--- config.mk ---
export PLATFORM = sky130hd
export DESIGN_NAME = cond_flag_unit
export DESIGN_NICKNAME = d
export VERILOG_FILES = /design/src/rtl/cond_flag_unit.sv
export SDC_FILE = /design/constraint.sdc
export NUM_CORES = 1
export LEC_CHECK = 0
export BUFFER_PORTS_ARGS = -buffer_cell sky130_fd_sc_hd__buf_2
export CORE_AREA = 2 2 39 41
export CTS_CLUSTER_DIAMETER = 200
export DETAILED_ROUTE_END_ITERATION = 10
export DIE_AREA = 0 0 41 43
export GPL_TIMING_DRIVEN = 0
export PLACE_DENSITY_LB_ADDON = 0.08
export REMOVE_ABC_BUFFERS = 1
export SETUP_SLACK_MARGIN = 0.4
export SLEW_MARGIN = 25
export SYNTH_ARGS = -nofsm -noshare
export SYNTH_HDL_FRONTEND = slang
export SYNTH_SLANG_ARGS = --single-unit
--- constraint.sdc ---
create_clock -name clk -period 2.6 [get_ports clk]
set_clock_uncertainty 0.15 [all_clocks]
set_input_delay 0.39 -clock clk [delete_from_list [all_inputs] [get_ports clk]]
set_output_delay 0.39 -clock clk [all_outputs]
set_load 0.01 [all_outputs]
--- src/rtl/cond_flag_unit.sv ---
// Execute-stage condition unit: holds the NZCV register, evaluates the condition
// field against it and gates register/memory/PC/flag side effects of each instruction.
module cond_flag_unit #(
    parameter logic [3:0] FLAGS_INIT = 4'b0000,
    parameter bit         HOLD_COND  = 1'b1
) (
    input  logic       clk,
    input  logic       reset_n,
    input  logic       issue,
    input  logic       stall,
    input  logic [3:0] cond,
    input  logic [3:0] alu_flags,
    input  logic [1:0] flag_w,
    input  logic       no_write,
    input  logic       reg_w,
    input  logic       mem_w,
    input  logic       pcs,
    output logic       cond_ex,
    output logic       cond_ex_q,
    output logic       reg_write,
    output logic       mem_write,
    output logic       pc_src,
    output logic [3:0] flags,
    output logic       carry
);

    typedef enum logic [3:0] {
        CC_EQ = 4'b0000, CC_NE = 4'b0001, CC_CS = 4'b0010, CC_CC = 4'b0011,
        CC_MI = 4'b0100, CC_PL = 4'b0101, CC_VS = 4'b0110, CC_VC = 4'b0111,
        CC_HI = 4'b1000, CC_LS = 4'b1001, CC_GE = 4'b1010, CC_LT = 4'b1011,
        CC_GT = 4'b1100, CC_LE = 4'b1101, CC_AL = 4'b1110, CC_NV = 4'b1111
    } cc_e;

    logic [3:0] flags_q, flags_d;
    logic       cex_q, cex_d;
    logic       flag_n, flag_z, flag_c, flag_v;
    logic       issue_g, fire, go;

    assign flag_n = flags_q[3];
    assign flag_z = flags_q[2];
    assign flag_c = flags_q[1];
    assign flag_v = flags_q[0];

    // Condition only ever looks at the registered flags, so an instruction that
    // writes flags (e.g. ADDEQS) is predicated on the values from before it.
    always_comb begin
        cond_ex = 1'b0;
        case (cc_e'(cond))
            CC_EQ: cond_ex = flag_z;
            CC_NE: cond_ex = ~flag_z;
            CC_CS: cond_ex = flag_c;
            CC_CC: cond_ex = ~flag_c;
            CC_MI: cond_ex = flag_n;
            CC_PL: cond_ex = ~flag_n;
            CC_VS: cond_ex = flag_v;
            CC_VC: cond_ex = ~flag_v;
            CC_HI: cond_ex = flag_c & ~flag_z;
            CC_LS: cond_ex = ~flag_c | flag_z;
            CC_GE: cond_ex = (flag_n == flag_v);
            CC_LT: cond_ex = (flag_n != flag_v);
            CC_GT: cond_ex = ~flag_z & (flag_n == flag_v);
            CC_LE: cond_ex = flag_z | (flag_n != flag_v);
            CC_AL: cond_ex = 1'b1;
            CC_NV: cond_ex = 1'b0;
            default: cond_ex = 1'b0;
        endcase
    end

    // issue is gated first so X on the other decoder inputs cannot leak when idle,
    // and reset_n is folded in so every gated output reads 0 during reset.
    assign issue_g = issue & reset_n;
    assign fire    = issue_g & ~stall;
    assign go      = fire & cond_ex;

    assign reg_write = go & reg_w & ~no_write;
    assign mem_write = go & mem_w;
    assign pc_src    = go & pcs;

    always_comb begin
        flags_d = flags_q;
        if (go && flag_w[1]) begin
            flags_d[3:2] = alu_flags[3:2];
        end
        if (go && flag_w[0]) begin
            flags_d[1:0] = alu_flags[1:0];
        end
    end

    generate
        if (HOLD_COND) begin : g_hold
            assign cex_d = fire ? cond_ex : cex_q;
        end else begin : g_free
            assign cex_d = cond_ex;
        end
    endgenerate

    always_ff @(posedge clk or negedge reset_n) begin
        if (!reset_n) begin
            flags_q <= FLAGS_INIT;
            cex_q   <= 1'b0;
        end else begin
            flags_q <= flags_d;
            cex_q   <= cex_d;
        end
    end

    assign flags     = flags_q;
    assign carry     = flags_q[1];
    assign cond_ex_q = cex_q;

endmodule

==> impl_metrics.env <==
export IMPL_outcome="complete, no violations"
export IMPL_clk_pin_slew_worst_paths_ns=0.04
export IMPL_drcViolationCount=0
export IMPL_fin_util=0.571
export IMPL_fin_crit_sh=0.926
export IMPL_drt_iter0_markers=8
export IMPL_clk_insertion_delay_late_ns=0.24
export IMPL_routed_via_density=5.15
export IMPL_floorplan_die_height_um=43
export IMPL_yosysSeqAreaShare=0.245
export IMPL_ant_nets=0
export IMPL_hpwl_um=919
export IMPL_slew_headroom=0.700
export IMPL_synth_warnings=0
export IMPL_rsz0062_at_grt="yes"
export IMPL_via_count=551
export IMPL_layout_common_cells="27 x buf_2, 9 x buf_4, 4 x o21ai_0"
export IMPL_ctsRootBufferMaster="clkbuf_4"
export IMPL_core_um2=1380
export IMPL_rows=14
export IMPL_netlist_area_um2=510
export IMPL_postRouteWirelength_um=1350
export IMPL_p_per_area_nw_per_um2=684
export IMPL_post_drt_wl_per_cell_um=12.6
export IMPL_clockBufferDepth=2
export IMPL_grt_pass1_vias=499
export IMPL_crit_chain="or3b_1, mux2i_2, buf_4, buf_4, buf_4, buf_4, buf_4, o21ai_0, o21ai_2, mux2_1"
export IMPL_worstHoldStart="alu_flags[1]"
export IMPL_initial_core_util=0.369
export IMPL_endpoint_kind="flop"
export IMPL_grt_overflow=0
export IMPL_clock_fmax_mhz=415
export IMPL_crit_required_ns=2.56
export IMPL_die_w_um=41
export IMPL_synth_area_per_cell_um2=9.82
export IMPL_fin_area_um2=790
export IMPL_synth_cell_types=26
export IMPL_cts_made_buffers=3
export IMPL_cts_tree="yes"
export IMPL_r2r_cells=10
export IMPL_place_gp_congestion=0.738
export IMPL_place_area_um2=651
export IMPL_fin_setup_tns_ns=0
export IMPL_grt_pass1_wl_um=2040
export IMPL_grt_max_degree=11
export IMPL_cp_max_fo=3
export IMPL_hold_path_class="input pin to flop"
export IMPL_synth_cells=52
export IMPL_drv_cap=0
export IMPL_io_buffers=27
export IMPL_die_area_um2=1760
export IMPL_htree_levels=1
export IMPL_ir_drop_mv=0.383
export IMPL_timing_rr_end="flags[2]$_DFFE_PN0P_"
export IMPL_final_common_cell="buf_2"
export IMPL_start_kind="flop"
export IMPL_cpMostUsedCell="buf_4"
export IMPL_r2r_slack_ns=0.19
export IMPL_grt_usage=0.170
export IMPL_setup_viol=0
export IMPL_n_antenna_cell=0
export IMPL_drive_gt1_frac=0.571
export IMPL_antenna_found_initial=0
export IMPL_crit_type="flop to flop"
export IMPL_cp_arrival_ns=2.37
export IMPL_hold_path_cell_count=2
export IMPL_slew_violations=0
export IMPL_numClockSinks=5
export IMPL_final_nets=110
export IMPL_worstReg2RegStart="flags[2]$_DFFE_PN0P_"
export IMPL_whs_endpoint="flags[1]$_DFFE_PN0P_"
export IMPL_hold_viol=0
export IMPL_yosys_register_bits=5
export IMPL_crit_path_max_incr_delay_ns=0.39
export IMPL_dr_pass1_iters=2
export IMPL_syn2layout_area_growth_pct=54.7
export IMPL_tightest_slew_ns=0.442
export IMPL_p_leak_nw=0.377
export IMPL_ioPinCount=28
export IMPL_period_minus_slack_ns=2.41
export IMPL_cp_slowest_cell="dfrtp_1"
[metrics by stage]
stage	hold slack (ns)	setup WS (ns)	instances	power, mW
floorplan	-0.0556	0.513	50	0.281
global placement	0.0807	0.226	93	0.359
detailed placement	0.0767	0.228	93	0.361
CTS	0.212	0.185	107	0.531
global route	0.225	0.0689	107	0.586
finish	0.224	0.193	107	0.540
[critical path, delay by kind of cell (launching register included)]
family,cells,cell delay [ns]
buffers and inverters,5,0.53
AOI/OAI and AO/OA,2,0.28
and+or+nand+nor,1,0.37
DFF,1,0.39
muxes,2,0.55
[cells by family after synthesis]
group / Yosys count / share of synthesized area
AND/OR/NAND/NOR: 21 / 0.272
buffers and inverters: 4 / 0.0441
AO/OA/AOI/OAI: 12 / 0.213
multiplexers: 6 / 0.127
XOR/XNOR: 4 / 0.0980
flip-flops: 5 / 0.245
[flip-flops by register name, summed over array words and instances (netlist names)]
signal	cells
flags	4
cond_ex_q	1
[what timing repair did]
action                                  CTS  global route
endpoints found under the hold margin     5             0
resized for setup                         6             2
setup buffers                             9             0
hold buffers                              1             0
endpoints found under the setup margin    4             8
pin swaps                                 2             1
[report_power, final]
part | internal [mW] | switching, mW | total, mW
Sequential | 0.107 | 0.0371 | 0.144
Combinational | 0.178 | 0.131 | 0.309
Clock | 0.0579 | 0.0290 | 0.0868
Total | 0.343 | 0.197 | 0.540
[synthesized netlist by cell type (all sizes together)]
master	number	area, um^2
buf	2	15.0
nor3b	3	22.5
inv	2	7.51
xnor2	3	26.3
a221oi	1	26.3
a2bb2oi	1	15.0
nand3	2	10.0
or3	1	6.26
nand3b	2	15.0
nor4	1	6.26
mux2i	2	20.0
nand2	3	11.3
o311ai	1	8.76
nor2b	1	6.26
dfrtp	5	125
or3b	1	8.76
and2	2	12.5
nor2	2	7.51
mux2	4	45.0
o21ai	6	37.5
o311a	1	11.3
nand4b	2	17.5
xor3	1	23.8
nor4b	1	15.0
a21oi	2	10.0
[layer usage]
metal	vias to the layer above	wire (um)	GRT usage
li1	274	-	-
met1	266	545	0.198
met2	11	750	0.291
met3	0	52	0.0314
met4	0	0	0.0600
met5	-	0	0
[layout make-up]
| class | count | area (um^2) |
|---|---|---|
| timing repair buffer | 37 | 213 |
| inverter | 2 | 7.51 |
| sequential | 5 | 128 |
| tap | 16 | 20.0 |
| fill | 148 | 594 |
| multi-input combinational | 43 | 395 |
| clock buffer | 4 | 26.3 |
[worst max path at each step]
stage	slack, ns	startpoint	to	cells past startpoint
6_report	0.19	flags[2]$_DFFE_PN0P_	flags[2]$_DFFE_PN0P_	10
5_1_grt	0.07	flags[2]$_DFFE_PN0P_	reg_write	6
2_1_floorplan	0.51	flags[2]$_DFFE_PN0P_	reg_write	5
3_3_place_gp	0.23	cond[0]	reg_write	7
4_1_cts	0.19	flags[2]$_DFFE_PN0P_	reg_write	6
3_5_place_dp	0.23	cond[0]	reg_write	7
Note: power is estimated with default switching activity, not from simulation.
